[src/rtl/riscv_multicycle_control_if.sv]
// Control/status bundle between the multicycle control FSM (master) and the datapath (slave).
interface riscv_multicycle_control_if #(
  parameter int unsigned OPCODE_W = 7,
  parameter int unsigned ALUOP_W  = 2,
  parameter int unsigned CNT_W    = 32
) ();
  logic                run_i;
  logic [OPCODE_W-1:0] inst_opcode_i;
  logic                mem_ready_i;
  logic                pc_write_o;
  logic                ir_write_o;
  logic                alu_src_o;
  logic                mem_to_reg_o;
  logic                reg_write_o;
  logic                mem_read_o;
  logic                mem_write_o;
  logic                branch_o;
  logic [ALUOP_W-1:0]  alu_op_o;
  logic                illegal_o;
  logic                fault_o;
  logic [CNT_W-1:0]    retired_o;

  modport master (
    input  run_i, inst_opcode_i, mem_ready_i,
    output pc_write_o, ir_write_o, alu_src_o, mem_to_reg_o, reg_write_o, mem_read_o,
           mem_write_o, branch_o, alu_op_o, illegal_o, fault_o, retired_o
  );

  modport slave (
    output run_i, inst_opcode_i, mem_ready_i,
    input  pc_write_o, ir_write_o, alu_src_o, mem_to_reg_o, reg_write_o, mem_read_o,
           mem_write_o, branch_o, alu_op_o, illegal_o, fault_o, retired_o
  );
endinterface

[src/rtl/riscv_multicycle_control.sv]
// Multicycle RV32I main control FSM with memory-ready wait timeout, trap state and retire counter.
// Define RISCV_MC_JUMP_EN to accept jal/jalr through an extra one-cycle JUMP state.
module riscv_multicycle_control #(
  parameter int unsigned OPCODE_W = 7,
  parameter int unsigned ALUOP_W  = 2,
  parameter int unsigned TIMEOUT  = 255,
  parameter int unsigned CNT_W    = 32
) (
  input logic                        clk_i,
  input logic                        rst_n_i,
  riscv_multicycle_control_if.master bus
);
  localparam logic [2:0] StIdle   = 3'd0;
  localparam logic [2:0] StFetch  = 3'd1;
  localparam logic [2:0] StDecode = 3'd2;
  localparam logic [2:0] StExec   = 3'd3;
  localparam logic [2:0] StMem    = 3'd4;
  localparam logic [2:0] StWb     = 3'd5;
  localparam logic [2:0] StTrap   = 3'd6;
`ifdef RISCV_MC_JUMP_EN
  localparam logic [2:0] StJump   = 3'd7;
`endif

  localparam logic [2:0] ClsR     = 3'd0;
  localparam logic [2:0] ClsI     = 3'd1;
  localparam logic [2:0] ClsLoad  = 3'd2;
  localparam logic [2:0] ClsStore = 3'd3;
  localparam logic [2:0] ClsBr    = 3'd4;
  localparam logic [2:0] ClsJal   = 3'd5;
  localparam logic [2:0] ClsJalr  = 3'd6;
  localparam logic [2:0] ClsBad   = 3'd7;

  // Last wait cycle index; a ready seen in this cycle still counts as success.
  localparam logic [15:0] WaitLimit = 16'(TIMEOUT - 1);

  function automatic logic [2:0] decode_class(input logic [OPCODE_W-1:0] op);
    logic [2:0] cls;
    cls = ClsBad;
    if      (op == OPCODE_W'(7'b0110011)) cls = ClsR;
    else if (op == OPCODE_W'(7'b0010011)) cls = ClsI;
    else if (op == OPCODE_W'(7'b0000011)) cls = ClsLoad;
    else if (op == OPCODE_W'(7'b0100011)) cls = ClsStore;
    else if (op == OPCODE_W'(7'b1100011)) cls = ClsBr;
    else if (op == OPCODE_W'(7'b1101111)) cls = ClsJal;
    else if (op == OPCODE_W'(7'b1100111)) cls = ClsJalr;
    return cls;
  endfunction

  logic [2:0]          r_state_q, r_state_d;
  logic [OPCODE_W-1:0] r_opcode_q, r_opcode_d;
  logic [15:0]         r_wait_q, r_wait_d;
  logic [CNT_W-1:0]    r_retired_q, r_retired_d;
  logic                r_illegal_q, r_illegal_d;
  logic                r_fault_q, r_fault_d;

  logic [2:0] w_cls;
  logic [2:0] w_dec_cls;
  logic       w_retire;
  logic [1:0] w_alu_op;

  assign w_cls     = decode_class(r_opcode_q);
  assign w_dec_cls = decode_class(bus.inst_opcode_i);

  always_comb begin
    r_state_d   = r_state_q;
    r_opcode_d  = r_opcode_q;
    r_wait_d    = r_wait_q;
    r_retired_d = r_retired_q;
    r_illegal_d = r_illegal_q;
    r_fault_d   = r_fault_q;
    w_retire    = 1'b0;
    unique case (r_state_q)
      StIdle: if (bus.run_i) r_state_d = StFetch;
      StFetch, StMem: begin
        if (bus.mem_ready_i) begin
          if (r_state_q == StFetch)  r_state_d = StDecode;
          else if (w_cls == ClsLoad) r_state_d = StWb;
          else                       w_retire  = 1'b1;
        end else if (r_wait_q == WaitLimit) begin
          r_state_d = StTrap;
          r_fault_d = 1'b1;
        end
      end
      StDecode: begin
        r_opcode_d = bus.inst_opcode_i;
        unique case (w_dec_cls)
          ClsR, ClsI, ClsLoad, ClsStore, ClsBr: r_state_d = StExec;
`ifdef RISCV_MC_JUMP_EN
          ClsJal, ClsJalr: r_state_d = StJump;
`endif
          default: begin
            r_state_d   = StTrap;
            r_illegal_d = 1'b1;
          end
        endcase
      end
      StExec: begin
        unique case (w_cls)
          ClsBr:             w_retire  = 1'b1;
          ClsR, ClsI:        r_state_d = StWb;
          ClsLoad, ClsStore: r_state_d = StMem;
          default:           r_state_d = StTrap;
        endcase
      end
      StWb: w_retire = 1'b1;
`ifdef RISCV_MC_JUMP_EN
      StJump: w_retire = 1'b1;
`endif
      StTrap: r_state_d = StTrap;
      default: r_state_d = StIdle;
    endcase
    if (w_retire) begin
      r_retired_d = r_retired_q + CNT_W'(1);
      r_state_d   = bus.run_i ? StFetch : StIdle;
    end
    // Any state change restarts the wait count; staying in FETCH/MEM means still waiting.
    if (r_state_d != r_state_q) begin
      r_wait_d = '0;
    end else if (r_state_q == StFetch || r_state_q == StMem) begin
      r_wait_d = r_wait_q + 16'd1;
    end
  end

  always_ff @(posedge clk_i or negedge rst_n_i) begin
    if (!rst_n_i) begin
      r_state_q   <= StIdle;
      r_opcode_q  <= '0;
      r_wait_q    <= '0;
      r_retired_q <= '0;
      r_illegal_q <= 1'b0;
      r_fault_q   <= 1'b0;
    end else begin
      r_state_q   <= r_state_d;
      r_opcode_q  <= r_opcode_d;
      r_wait_q    <= r_wait_d;
      r_retired_q <= r_retired_d;
      r_illegal_q <= r_illegal_d;
      r_fault_q   <= r_fault_d;
    end
  end

  always_comb begin
    bus.pc_write_o   = 1'b0;
    bus.ir_write_o   = 1'b0;
    bus.alu_src_o    = 1'b0;
    bus.mem_to_reg_o = 1'b0;
    bus.reg_write_o  = 1'b0;
    bus.mem_read_o   = 1'b0;
    bus.mem_write_o  = 1'b0;
    bus.branch_o     = 1'b0;
    w_alu_op         = 2'b00;
    unique case (r_state_q)
      StFetch: begin
        bus.mem_read_o = 1'b1;
        bus.ir_write_o = bus.mem_ready_i;
        bus.pc_write_o = bus.mem_ready_i;
      end
      StExec: begin
        unique case (w_cls)
          ClsI:              w_alu_op = 2'b01;
          ClsBr:             w_alu_op = 2'b10;
          ClsLoad, ClsStore: w_alu_op = 2'b11;
          default:           w_alu_op = 2'b00;
        endcase
        bus.alu_src_o = (w_cls == ClsI) || (w_cls == ClsLoad) || (w_cls == ClsStore);
        bus.branch_o  = (w_cls == ClsBr);
      end
      StMem: begin
        bus.mem_read_o  = (w_cls == ClsLoad);
        bus.mem_write_o = (w_cls == ClsStore);
      end
      StWb: begin
        bus.reg_write_o  = 1'b1;
        bus.mem_to_reg_o = (w_cls == ClsLoad);
      end
`ifdef RISCV_MC_JUMP_EN
      StJump: begin
        bus.reg_write_o = 1'b1;
        bus.pc_write_o  = 1'b1;
        bus.alu_src_o   = (w_cls == ClsJalr);
      end
`endif
      default: ;
    endcase
  end

  assign bus.alu_op_o  = ALUOP_W'(w_alu_op);
  assign bus.illegal_o = r_illegal_q;
  assign bus.fault_o   = r_fault_q;
  assign bus.retired_o = r_retired_q;
endmodule

[src/flat_wrapper.sv]
// flat-port wrapper written by rule: the top's interface ports become plain ports
module riscv_multicycle_control_flat 
#(
  parameter int unsigned OPCODE_W = 7,
  parameter int unsigned ALUOP_W  = 2,
  parameter int unsigned TIMEOUT  = 255,
  parameter int unsigned CNT_W    = 32
)
  (clk_i, rst_n_i, bus_run_i, bus_inst_opcode_i, bus_mem_ready_i, bus_pc_write_o, bus_ir_write_o, bus_alu_src_o, bus_mem_to_reg_o, bus_reg_write_o, bus_mem_read_o, bus_mem_write_o, bus_branch_o, bus_alu_op_o, bus_illegal_o, bus_fault_o, bus_retired_o);
  riscv_multicycle_control_if #(.OPCODE_W(OPCODE_W), .ALUOP_W(ALUOP_W), .CNT_W(CNT_W)) bus_i ();
  input logic clk_i;
  input logic rst_n_i;
  input wire logic [$bits(bus_i.run_i)-1:0] bus_run_i;
  input wire logic [$bits(bus_i.inst_opcode_i)-1:0] bus_inst_opcode_i;
  input wire logic [$bits(bus_i.mem_ready_i)-1:0] bus_mem_ready_i;
  output wire logic [$bits(bus_i.pc_write_o)-1:0] bus_pc_write_o;
  output wire logic [$bits(bus_i.ir_write_o)-1:0] bus_ir_write_o;
  output wire logic [$bits(bus_i.alu_src_o)-1:0] bus_alu_src_o;
  output wire logic [$bits(bus_i.mem_to_reg_o)-1:0] bus_mem_to_reg_o;
  output wire logic [$bits(bus_i.reg_write_o)-1:0] bus_reg_write_o;
  output wire logic [$bits(bus_i.mem_read_o)-1:0] bus_mem_read_o;
  output wire logic [$bits(bus_i.mem_write_o)-1:0] bus_mem_write_o;
  output wire logic [$bits(bus_i.branch_o)-1:0] bus_branch_o;
  output wire logic [$bits(bus_i.alu_op_o)-1:0] bus_alu_op_o;
  output wire logic [$bits(bus_i.illegal_o)-1:0] bus_illegal_o;
  output wire logic [$bits(bus_i.fault_o)-1:0] bus_fault_o;
  output wire logic [$bits(bus_i.retired_o)-1:0] bus_retired_o;
  assign bus_i.run_i = bus_run_i;
  assign bus_i.inst_opcode_i = bus_inst_opcode_i;
  assign bus_i.mem_ready_i = bus_mem_ready_i;
  assign bus_pc_write_o = bus_i.pc_write_o;
  assign bus_ir_write_o = bus_i.ir_write_o;
  assign bus_alu_src_o = bus_i.alu_src_o;
  assign bus_mem_to_reg_o = bus_i.mem_to_reg_o;
  assign bus_reg_write_o = bus_i.reg_write_o;
  assign bus_mem_read_o = bus_i.mem_read_o;
  assign bus_mem_write_o = bus_i.mem_write_o;
  assign bus_branch_o = bus_i.branch_o;
  assign bus_alu_op_o = bus_i.alu_op_o;
  assign bus_illegal_o = bus_i.illegal_o;
  assign bus_fault_o = bus_i.fault_o;
  assign bus_retired_o = bus_i.retired_o;
  riscv_multicycle_control #(.OPCODE_W(OPCODE_W), .ALUOP_W(ALUOP_W), .TIMEOUT(TIMEOUT), .CNT_W(CNT_W)) u_core (.clk_i(clk_i), .rst_n_i(rst_n_i), .bus(bus_i));
endmodule
[config.mk]
export PLATFORM = sky130hd
export DESIGN_NAME = riscv_multicycle_control_flat
export DESIGN_NICKNAME = d
export VERILOG_FILES = /design/src/rtl/riscv_multicycle_control_if.sv /design/src/rtl/riscv_multicycle_control.sv /design/src/flat_wrapper.sv
export SDC_FILE = /design/constraint.sdc
export NUM_CORES = 1
export LEC_CHECK = 0
export CAP_MARGIN = 20
export CORE_ASPECT_RATIO = 1.5
export CORE_MARGIN = 2
export CORE_UTILIZATION = 55
export DETAILED_ROUTE_END_ITERATION = 6
export PLACE_DENSITY = 0.82
export SETUP_SLACK_MARGIN = 0.1
export SLEW_MARGIN = 20
export SYNTH_ARGS = -nofsm -noshare
export SYNTH_HDL_FRONTEND = slang
export SYNTH_SLANG_ARGS = --single-unit
[constraint.sdc]
create_clock -name clk_i -period 4 [get_ports clk_i]
set_input_delay 0.4 -clock clk_i [delete_from_list [all_inputs] [get_ports clk_i]]
set_output_delay 0.4 -clock clk_i [all_outputs]
set_load 0.01 [all_outputs]
==> Yosys cells after proc, flatten, opt, wreduce, memory -nomap -nowiden <==
Cells that the tools add are included.
W data, S select, Z words.
{ "classes": {"n_addsub": 2, "shift": 0, "n_reduce_logical": 13, "mul": 0, "mux": 40, "n_div": 0, "order_cmp": 0, "bitwise": 2, "eq_ne": 30} }
{ "op_table": {"columns": ["operator", "n"], "rows": [
  ["$mux W3", 19],
  ["$eq A7 B7 Y1 const B", 6],
  ["$add A32 B1 Y32 const B", 1],
  ["$mux W16", 2],
  ["$eq A7 B6 Y1 const B", 4],
  ["$eq A3 B2 Y1 const B", 6],
  ["$pmux W3 S6", 1],
  ["$add A16 B1 Y16 const B", 1],
  ["$eq A16 B8 Y1 const B", 1],
  ["$eq A3 B3 Y1 const B", 5],
  ["$eq A7 B2 Y1 const B", 2],
  ["$eq A7 B5 Y1 const B", 2],
  ["$mux W1", 13],
  ["$eq A3 B1 Y1 const B", 3],
  ["$logic_not A3 Y1", 3],
  ["$pmux W3 S3", 1],
  ["$pmux W2 S3", 1],
  ["$reduce_or A2 Y1", 3],
  ["$reduce_or A5 Y1", 1],
  ["$logic_or A1 B1 Y1", 3],
  ["$ne A3 B3 Y1", 1],
  ["$pmux W1 S3", 1],
  ["$reduce_and A3 Y1", 1],
  ["$mux W2", 1],
  ["other kinds (4)", 5]
]} }
{ "word_totals": {"latchBits": 0, "in_bits": 11, "romBits": 0, "elab_cells": 93, "output_inout_bits": 44, "n_memories": 0, "regBits": 60, "ram_bits": 0} }

==> Logic depth before layout (Yosys ltp) <==
Gate-level depths: netlist of run 1.
{ "logic_depth": {"depth_word": 16, "depth_mapped": 9, "ltp_nobuf": 8} }

==> Worst setup path before layout of run 1 <==
No wires, ideal clock.
{ "synth_path": {"path_type": "register -> register", "startpoint": "reg u_core.r_wait_q[8]", "endpoint": "reg u_core.r_wait_q[5]", "path_slack_ns": 1.826, "arrival_ns": 2.104, "setup_time_ns": 0.070, "stages_incl_launch_ff": 8, "period_less_slack_ns": 2.174, "path_buffers": 1, "required_ns": 3.930, "cell_sequence": "dfrtp_1 -> or4_4 -> nor4_4 -> a211oi_2 -> o32a_1 -> o32a_4 -> buf_8 -> nor2_2"} }
{ "synth_via": {"elab_chain_cells": 7, "elab_cells_between_ends": 8, "cone_classes": "eq/ne: 2; mux: 5; reduce/logical: 1"} }
{ "synth_lines": {"columns": ["item", "line_no", "text"], "rows": [
  ["start: declaration", "riscv_multicycle_control.sv:51", "logic [15:0] r_wait_q, r_wait_d;"],
  ["start signal: assignment", "riscv_multicycle_control.sv:135", "r_wait_q <= r_wait_d;"],
  ["$eq A16 B8 Y1 (*)", "riscv_multicycle_control.sv:79", "end else if (r_wait_q == WaitLimit) begin"],
  ["$mux W3 (*)", "riscv_multicycle_control.sv:79", null],
  ["$mux W3 (*)", "riscv_multicycle_control.sv:75", "if (bus.mem_ready_i) begin"],
  ["$pmux W3 S6 (*)", "riscv_multicycle_control.sv:72", "unique case (r_state_q)"],
  ["$mux W3 (*)", "riscv_multicycle_control.sv:112", "if (w_retire) begin"],
  ["$ne A3 B3 Y1 (*)", "riscv_multicycle_control.sv:117", "if (r_state_d != r_state_q) begin"],
  ["$mux W16 or $reduce_bool A2 Y1 (tied branches)", null, null]
]} }
Mark *: on every way between the ends. The rest lies on a longest branch, timed or not.
A chain may end at the register's enable or synchronous reset.

==> Final worst setup path of run 1 <==
{ "layout_path": {"startpoint": "reg u_core.r_opcode_q[2]", "endpoint": "out bus_alu_src_o"} }
{ "layout_via": {"elab_chain_cells": 12, "elab_cells_between_ends": 20, "cone_classes": "eq/ne: 10; mux: 8; reduce/logical: 2"} }
{ "layout_lines": {"columns": ["item", "line_no", "text"], "rows": [
  ["start: declaration", "riscv_multicycle_control.sv:50", "logic [OPCODE_W-1:0] r_opcode_q, r_opcode_d;"],
  ["start signal: assignment", "riscv_multicycle_control.sv:134", "r_opcode_q <= r_opcode_d;"],
  ["$eq A7 B7 Y1", "riscv_multicycle_control.sv:45", "else if (op == OPCODE_W'(7'b1100111)) cls = ClsJalr;"],
  ["$mux W1", "riscv_multicycle_control.sv:45", null],
  ["$mux W3", "riscv_multicycle_control.sv:44", "else if (op == OPCODE_W'(7'b1101111)) cls = ClsJal;"],
  ["$mux W3", "riscv_multicycle_control.sv:43", "else if (op == OPCODE_W'(7'b1100011)) cls = ClsBr;"],
  ["$mux W3", "riscv_multicycle_control.sv:42", "else if (op == OPCODE_W'(7'b0100011)) cls = ClsStore;"],
  ["$mux W3", "riscv_multicycle_control.sv:41", "else if (op == OPCODE_W'(7'b0000011)) cls = ClsLoad;"],
  ["$mux W3", "riscv_multicycle_control.sv:40", "else if (op == OPCODE_W'(7'b0010011)) cls = ClsI;"],
  ["$mux W3 (*)", "riscv_multicycle_control.sv:39", "if (op == OPCODE_W'(7'b0110011)) cls = ClsR;"],
  ["$eq A3 B1 Y1 or $eq A3 B2 Y1 (tied branches)", "riscv_multicycle_control.sv:165", "bus.alu_src_o = (w_cls == ClsI) || (w_cls == ClsLoad) || (w_cls == ClsStore);"],
  ["$logic_or A1 B1 Y1", "riscv_multicycle_control.sv:165", null],
  ["$logic_or A1 B1 Y1 (*)", "riscv_multicycle_control.sv:165", null],
  ["$mux W1 (*)", "riscv_multicycle_control.sv:152", "unique case (r_state_q)"],
  ["end: declaration", "flat_wrapper.sv:18", "output wire logic [$bits(bus_i.alu_src_o)-1:0] bus_alu_src_o;"]
]} }
Marked as above.

==> results of run 1 <==
[layout by cell type, fill, tap and decap left out, types with 4 or more instances in the layout]
cell             instances
xor2_1                  23
a21oi_1                  5
nand2b_1                 6
and3_1                   7
nor2_2                  10
nor2_1                  30
inv_1                    7
clkdlybuf4s50_1         53
mux2_2                   8
dfrtp_1                 60
o21ai_0                  5
a211oi_1                 6
clkbuf_8                10
xnor2_1                 24
nand4_1                 16
nand2_1                 20
nor2b_1                  4
nor3_1                   5
and4_1                   4
nand3_1                 19
and2_1                   7
[layout make-up]
class | count | area, um2 | area share (%)
clock inverter | 6 | 63.81 | 1.609
timing repair buffer | 55 | 543.0 | 13.70
tap | 72 | 90.09 | 2.272
sequential | 60 | 1501 | 37.87
inverter | 7 | 26.28 | 0.6627
clock buffer | 10 | 137.6 | 3.471
multi-input combinational | 234 | 1603 | 40.42
[worst min path at each step]
stage,start,endpoint,slack [ps],cells past startpoint
final,rst_n_i,u_core.bus.retired_o[6],130,1
after global routing,rst_n_i,u_core.bus.retired_o[30],200,1
after CTS,rst_n_i,u_core.bus.retired_o[22],160,1
after detailed placement,u_core.bus.retired_o[31],u_core.bus.retired_o[31],460,1
after global placement,u_core.bus.retired_o[31],u_core.bus.retired_o[31],460,1
after floorplan,rst_n_i,u_core.bus.fault_o,100,0
[layer usage]
layer | vias to the layer above | part of all wire, % | track usage (%)
met5 | - | 0 | 0
met4 | 0 | 2.0 | 9.105
met3 | 12 | 3.7 | 4.867
met2 | 59 | 53 | 39.23
met1 | 1258 | 41 | 28.85
li1 | 1211 | - | -
[flip-flops by register name, summed over array words and instances (netlist names)]
signal	flops
u_core.bus.fault_o	1
u_core.bus.illegal_o	1
u_core.bus.retired_o	32
u_core.r_opcode_q	7
u_core.r_state_q	3
u_core.r_wait_q	16
[power by group]
group / switching, mW / internal, mW / leakage [nW]
clock network: 0.239 / 0.303 / 0.0983
logic: 0.368 / 0.311 / 0.783
registers: 0.151 / 0.694 / 0.797
total: 0.758 / 1.31 / 1.68
[through the flow]
| step | setup slack, ps | hold slack [ps] |
|---|---|---|
| 5_1_grt | 1095 | 202.5 |
| 3_5_place_dp | 1409 | 461.6 |
| 3_3_place_gp | 1508 | 455.6 |
| 4_1_cts | 1254 | 161.3 |
| 6_report | 1244 | 131.0 |
| 2_1_floorplan | 1826 | 104.4 |
[cells by family after synthesis]
logic type                 count (synthesis)
muxes                                      8
adders and majority gates                  3
xor gates and xnor gates                  47
and+or+nand+nor                          142
AOI/OAI and AO/OA                         34
buffers and inverters                     23
DFF                                       60
==> flow_summary.yaml, run 1 <==
synth:
  muxShareOfSynthArea_pct: 2.804
  synth_most_common_cell: "dfrtp_1"
  ys_types: 51
  synthTopCellsByCount: "dfrtp_1 (60), nor2_1 (30), xnor2_1 (24)"
  synth_ff_type: "dfrtp_1"
  synth_top_area_share_pct: 46.73
  ys_seq_elements: 60
  synth_cells: 317
  yosysSeqAreaShare_pct: 46.73
  ys_top_cells_by_area: "dfrtp_1 (47%), xnor2_1 (6.5%), xor2_1 (6.3%)"
  synth-async-reset-ratio_pct: 100.0
  synth-xor-area-share_pct: 12.81
  avgSynthCellArea_um2: 10.14
  synth_edf_count: 0
  synth_area_leader_cell: "dfrtp_1"
  synth_compound_area_share_pct: 8.372
  yosys_warnings: 0
  synth_top_family_by_area: "simple AND/OR/NAND/NOR gates"
  syn_nets: 331
  synthAdderAreaFrac_pct: 1.168
  synthSimpleGateAreaFrac_pct: 24.73
  syn_area_um2: 3213
sta:
  fin_tns_setup_ps: 0
  rsz0062_at_grt: "false"
  setup_viol: 0
  maxSlewViolCount: 0
  clock.fmax_ghz: 0.3628
  finClkSkew_ps: 7.190
  tightest_slew_ps: 766.8
  period_share_pct: 68.91
  min_period_ps: 2756
  hold_viol_final: 0
  slew_headroom_pct: 48.88
drt:
  vias_per_cell: 5.721
  drt_iter0_drc: 131
  wire_per_inst_um: 15.51
  ant_nets: 0
  routed_wl_um: 6885
  drc: 0
  dr.pass1.iters: 5
  vias: 2540
global_route:
  grt_pass1_vias: 2591
  overflow: 0
  antenna_found_initial: 0
  track_usage_pct: 23.39
  grt_pass1_wl_um: 11840
  grt_max_degree: 36
final_layout:
  area_delta_synth_final_pct: 23.40
  final_area_um2: 3965
  n_antenna_cell: 0
  fin_util_pct: 69.04
  finalNonFillerCells: 444
  nFillCells: 462
  drive_above_1_share_pct: 12.10
  nets: 381
place:
  place_area_um2: 3764
  hpwlAfterDp_um: 4984
  gp_congestion: 0.9433
  place_inst: 428
  io_buffers: 54
clocking:
  cts_root_buf: "clkbuf_8"
  cts_setup_buffers: 0
  clock_sinks: 60
  cts_tree: "done"
  htree_levels: 3
  post_cts_resized: 0
  path_clk_slew_ps: 70
  clockBufferDepth: 2
  cts.hold.buffers_added: 0
  clk_latency_ps: 340
  numCtsBuffers: 9
pwr:
  fin_total_pwr_mw: 2.066
  peakVddDrop_v: 0.0005119
  p_per_area_nw_per_um2: 521.1
  leakagePower_nw: 1.678
die:
  initial_core_util_pct: 55.95
  dieWidth_um: 66.41
  core_um2: 5743
  io_pins: 55
  num_rows: 34
  chipHeight_um: 97.61
  die_area_um2: 6482
critical_path:
  crit_type: "reg2out"
  crit_slowest_cell: "clkdlybuf4s50_1"
  crit_family: "simple AND/OR/NAND/NOR gates"
  cp_data_arrival_time_ps: 2360
  r2r_slack_ps: 1560
  reg2reg_from: "u_core.r_state_q[0]"
  worstSetupEndpoint: "bus_alu_src_o"
  start_kind: "flip-flop"
  reg2reg_depth: 6
  reg2reg_to: "u_core.r_wait_q[8]"
  worstPathMaxFanout: 9
  path_depth: 4
  slowest_delay_ps: 570
  worstPathRequired_ps: 3600
  path_cells: "and4bb_1, nand3_1, a211oi_1, clkdlybuf4s50_1"
  cp-end-kind: "primary output"
  crit_path_start: "u_core.r_opcode_q[2]"
  path_buf_inv: 1
outcome:
  status: "finished, final reports clean"
worst_hold_path:
  worst_hold_path_type: "in2async"
flow_run:
  maxCapViolCount: 0
(Power assumes the default switching activity.)
==> run 2, diff against run 1 <==
--- a/config.mk
+++ b/config.mk
@@ -8,9 +8,9 @@
 export CAP_MARGIN = 20
 export CORE_ASPECT_RATIO = 1.5
 export CORE_MARGIN = 2
-export CORE_UTILIZATION = 55
+export CORE_UTILIZATION = 48
 export DETAILED_ROUTE_END_ITERATION = 6
-export PLACE_DENSITY = 0.82
+export PLACE_DENSITY = 0.76
 export SETUP_SLACK_MARGIN = 0.1
 export SLEW_MARGIN = 20
 export SYNTH_ARGS = -nofsm -noshare
==> constraint.sdc (replaced) <==
create_clock -name clk_i -period 2.5 [get_ports clk_i]
set_input_delay 0.25 -clock clk_i [delete_from_list [all_inputs] [get_ports clk_i]]
set_output_delay 0.25 -clock clk_i [all_outputs]
set_load 0.01 [all_outputs]
==> run 2 against run 1 <==
Clock skew grew 4.6 ps; routed wire length grew 6.5%; largest cell class unchanged; sequential cell count is the same; worst setup slack lost 1100 ps; critical path depth grew 1; sequential power grew 56%; non-clock buffer count grew 16; critical endpoint is now bus_mem_read_o; clock power grew 63%; combinational power grew 100%; register-to-register slack lost 1400 ps; final area grew 4.9%.
==> flow_summary.yaml, run 2 (synthesized netlist as in run 1, its figures left out) <==
outcome:
  status: "finished, final reports clean"
drt:
  ant_nets: 0
  dr.pass1.iters: 4
  wire_per_inst_um: 15.77
  drc: 0
  drt_iter0_drc: 218
  vias: 2606
  vias_per_cell: 5.604
  routed_wl_um: 7331
clocking:
  htree_levels: 3
  numCtsBuffers: 9
  clk_latency_ps: 340
  cts_root_buf: "clkbuf_8"
  clock_sinks: 60
  clockBufferDepth: 2
  cts_tree: "done"
  path_clk_slew_ps: 70
  cts.hold.buffers_added: 0
pwr:
  pwr-share-comb_pct: 38.5
  peakVddDrop_v: 0.0006046
  power_frac_clock_pct: 24.7
  p_int_mw: 2.252
  p_per_area_nw_per_um2: 861.7
  leakagePower_nw: 1.798
  sw_frac_of_total_pct: 37.13
  p_switching_mw: 1.330
  p_seq_share_pct: 36.8
critical_path:
  r2r_slack_ps: 200
  crit_type: "reg2out"
  cp_data_arrival_time_ps: 2070
  worstPathMaxFanout: 8
  cp-end-kind: "primary output"
  reg2reg_to: "u_core.r_wait_q[1]"
  worstPathRequired_ps: 2250
  start_kind: "flip-flop"
  reg2reg_from: "u_core.r_wait_q[12]"
  worstSetupEndpoint: "bus_mem_read_o"
  reg2reg_depth: 6
  crit_path_start: "u_core.r_opcode_q[3]"
global_route:
  overflow: 0
  track_usage_pct: 20.58
  antenna_found_initial: 0
  grt_max_degree: 61
  grt_pass1_wl_um: 12320
  grt_pass1_vias: 2603
sta:
  fin_tns_setup_ps: 0
  finClkSkew_ps: 11.78
  period_share_pct: 92.81
  min_period_ps: 2320
  slew_headroom_pct: 49.54
  maxSlewViolCount: 0
  rsz0062_at_grt: "true"
  hold_slack_ps: 54.80
  clock.fmax_ghz: 0.4310
  tightest_slew_ps: 756.9
  setup_viol: 0
  hold_viol_final: 0
  worst_slack_ps: 179.8
final_layout:
  fin_util_pct: 64.10
  final_common_cell: "dfrtp_1"
  drive_above_1_share_pct: 17.99
  area_delta_synth_final_pct: 29.40
  regArea_um2: 1503
  finalNonFillerCells: 465
  multi_input_area_um2: 1663
  mostFrequentLayoutCells: "dfrtp_1 (59), clkdlybuf4s50_1 (51), nor2_1 (30)"
  nFillCells: 549
  n_antenna_cell: 0
  largest_reg_flops: 32
  nets: 398
place:
  place_inst: 445
  gp_congestion: 0.9387
  hpwlAfterDp_um: 4959
  place_ws_ps: 149.1
  io_buffers: 54
die:
  dieWidth_um: 70.80
  chipHeight_um: 104.2
  num_rows: 36
  io_pins: 55
  die_area_um2: 7378
  initial_core_util_pct: 49.54
  core_um2: 6486
flow_run:
  maxCapViolCount: 0
worst_hold_path:
  worst_hold_path_type: "in2async"
## run 2: changes by cell type in the layout (fill, tap and decap cells not counted), sizes merged
cell	before	now
dlymetal6s2s	0	2
clkinvlp	2	3
buf	2	18
clkinv	3	1
o32a	2	3
clkbuf	10	11
clkdlybuf4s50	53	51
## run 2: routing by layer
metal  vias up  GRT usage, %  share of wire [%]
met5         -             0                  0
met1      1295         25.90                 43
met4         0         10.51                1.7
met3        10         3.004                2.8
li1       1252             -                  -
met2        49         33.91                 53
## run 2: worst max-delay path, cell delays in order (launching register included)
cell and delay, ps:
dfrtp_1 410, and4bb_4 410, buf_4 130, nand3_1 60
a21oi_1 160, clkdlybuf4s50_1 550
## run 2: worst min-delay path by stage
stage / startpoint / endpoint / slack, ps
global route: rst_n_i / u_core.bus.retired_o[19] / 130
finish: rst_n_i / u_core.bus.retired_o[8] / 50
global placement: rst_n_i / u_core.bus.retired_o[6] / 450
CTS: rst_n_i / u_core.bus.retired_o[19] / 90
floorplan: rst_n_i / u_core.bus.fault_o / -50
detailed placement: rst_n_i / u_core.bus.retired_o[8] / 450
## run 2: layout make-up
type	instances	share of cell area (%)
Clock buffer	11	3.401
Multi-Input combinational cell	235	39.99
Sequential cell	60	36.14
Clock inverter	5	1.475
Timing Repair Buffer	71	16.07
Inverter	7	0.6320
Tap cell	76	2.287
## run 2: what timing repair did
item | in CTS | in global routing
gates resized for setup | 3 | 10
setup buffers | 0 | 3
setup endpoints to repair | 4 | 22
pin swaps | 0 | 2
gates cloned | 0 | 1
## run 2: power by group through the flow
stage | Clock [mW] | Sequential (mW) | Combinational [mW]
2_1_floorplan | 0 | 1.26 | 0.921
3_3_place_gp | 0 | 1.32 | 1.22
3_5_place_dp | 0 | 1.33 | 1.24
4_1_cts | 0.897 | 1.31 | 1.25
5_1_grt | 0.937 | 1.34 | 1.50
6_report | 0.886 | 1.32 | 1.38
## run 2: stage by stage
step	power (mW)	cell area, um2
after global routing	3.776	4158
after CTS	3.456	4078
after global placement	2.538	3866
after detailed placement	2.560	3866
after floorplan	2.178	3213
final	3.583	4158
==> run 3, diff against run 2 <==
--- a/config.mk
+++ b/config.mk
@@ -11,8 +11,9 @@
 export CORE_UTILIZATION = 48
 export DETAILED_ROUTE_END_ITERATION = 6
 export PLACE_DENSITY = 0.76
+export RECOVER_POWER = 25
 export SETUP_SLACK_MARGIN = 0.1
-export SLEW_MARGIN = 20
+export SLEW_MARGIN = 40
 export SYNTH_ARGS = -nofsm -noshare
 export SYNTH_HDL_FRONTEND = slang
 export SYNTH_SLANG_ARGS = --single-unit
==> run 3 against run 2 <==
Combinational power barely moved; routed wire length fell by 0.16%; maximum frequency barely moved; first-iteration DRC count fell by 4.6%; clock-buffer cell count did not move; power barely moved; via count barely moved; sequential cell count did not move; clock power barely moved; utilization barely moved; critical endpoint unchanged.
==> flow_summary.yaml, run 3 (synthesized netlist as in run 1, its figures left out) <==
pwr:
  fin_total_pwr_mw: 3.580
  p_per_area_nw_per_um2: 861.5
  peakVddDrop_v: 0.0006036
  leakagePower_nw: 1.798
drt:
  m1WireLength_um: 3111
  ant_nets: 0
  drc: 0
  vias_per_cell: 5.606
  routed_wl_um: 7319
  drt_iter0_drc: 208
  dr_wl_met2_um: 3874
  vias: 2607
  wire_per_inst_um: 15.74
  wl_met3_um: 204
  dr.max_layer_used: "met4"
  dr.pass1.iters: 4
final_layout:
  drive_above_1_share_pct: 17.99
  nets: 398
  n_antenna_cell: 0
  final_area_um2: 4155
  largest_reg_flops: 32
  mostFrequentLayoutCells: "dfrtp_1 (59), clkdlybuf4s50_1 (51), nor2_1 (30)"
  final_common_cell: "dfrtp_1"
  area_delta_synth_final_pct: 29.32
critical_path:
  cp_data_arrival_time_ps: 2070
  cp-end-kind: "primary output"
  worstPathRequired_ps: 2250
  crit_type: "reg2out"
  reg2reg_from: "u_core.r_wait_q[12]"
  start_kind: "flip-flop"
  crit_path_start: "u_core.r_opcode_q[3]"
  worstPathMaxFanout: 8
global_route:
  overflow: 0
  antenna_found_initial: 0
  track_usage_pct: 20.58
  grt_pass1_vias: 2603
  grt_pass1_wl_um: 12320
  grt_max_degree: 61
sta:
  tightest_slew_ps: 1471
  finClkSkew_ps: 11.76
  min_period_ps: 2318
  hold_slack_ps: 341.9
  setup_viol: 0
  worst_slack_ps: 181.8
  slew_headroom_pct: 1.959
  period_share_pct: 92.73
  maxSlewViolCount: 0
  rsz0062_at_grt: "true"
  fin_tns_setup_ps: 0
  clock.fmax_ghz: 0.4314
  hold_viol_final: 0
clocking:
  path_clk_slew_ps: 70
  cts.hold.buffers_added: 0
  numCtsBuffers: 9
  clockBufferDepth: 2
  cts_tree: "done"
  clock_sinks: 60
  htree_levels: 3
  cts_root_buf: "clkbuf_8"
  clk_latency_ps: 340
die:
  initial_core_util_pct: 49.54
  chipHeight_um: 104.2
  num_rows: 36
  io_pins: 55
  dieWidth_um: 70.80
  core_um2: 6486
  die_area_um2: 7378
worst_hold_path:
  worst_hold_path_type: "in2async"
place:
  hpwlAfterDp_um: 4959
  gp_congestion: 0.9387
  place_area_um2: 3866
  place_ws_ps: 149.1
  io_buffers: 54
outcome:
  status: "finished, final reports clean"
flow_run:
  maxCapViolCount: 0
run 3: cell types whose count changed in the layout (fill, tap and decap cells not counted), sizes merged:
cell    change
clkbuf      +1
buf         -1
run 3: metal layers:
layer | GRT usage [%] | vias to the layer above
li1 | - | 1252
met1 | 25.90 | 1294
met2 | 33.91 | 51
met3 | 3.004 | 10
met4 | 10.51 | 0
met5 | 0 | -
run 3: timing repair:
action                                  4_1_cts  5_1_grt
endpoints found under the setup margin        4       22
gates resized for setup                       3       10
pin swaps                                     0        2
setup buffers                                 0        3
cloned                                        0        1
run 3: layout make-up:
cell class / count / area, um2
clock buffer: 11 / 141.4
multi-input combinational: 235 / 1663
tap: 76 / 95.09
inverter: 7 / 26.28
clock inverter: 5 / 61.31
sequential: 60 / 1503
timing repair buffer: 71 / 665.6
fill: 548 / 2331
run 3: final timing paths:
check,slack [ps],cells past startpoint,end
min reg2reg,470,1,u_core.bus.retired_o[31]
max in group asynchronous,1170,2,u_core.r_opcode_q[6]
max,180,5,bus_mem_read_o
min,340,2,u_core.bus.retired_o[8]
max reg2reg,200,6,u_core.r_wait_q[1]
min in group clk_i,470,1,u_core.bus.retired_o[31]
run 3: through the flow:
stage,util (%),cells
2_1_floorplan,-,317
6_report,64.06,465
5_1_grt,64.06,465
3_3_place_gp,59.61,445
3_5_place_dp,59.61,445
4_1_cts,62.87,461
run 3: worst max-delay path, cell delays in order, from the launching register on:
cell and delay (ps):
dfrtp_1 410, and4bb_4 410, buf_4 130, nand3_1 60, a21oi_1 160, clkdlybuf4s50_1 550
run 3: where the power goes:
group,switching [mW],internal (mW)
clock network,0.396,0.489
registers,0.205,1.11
logic,0.728,0.650
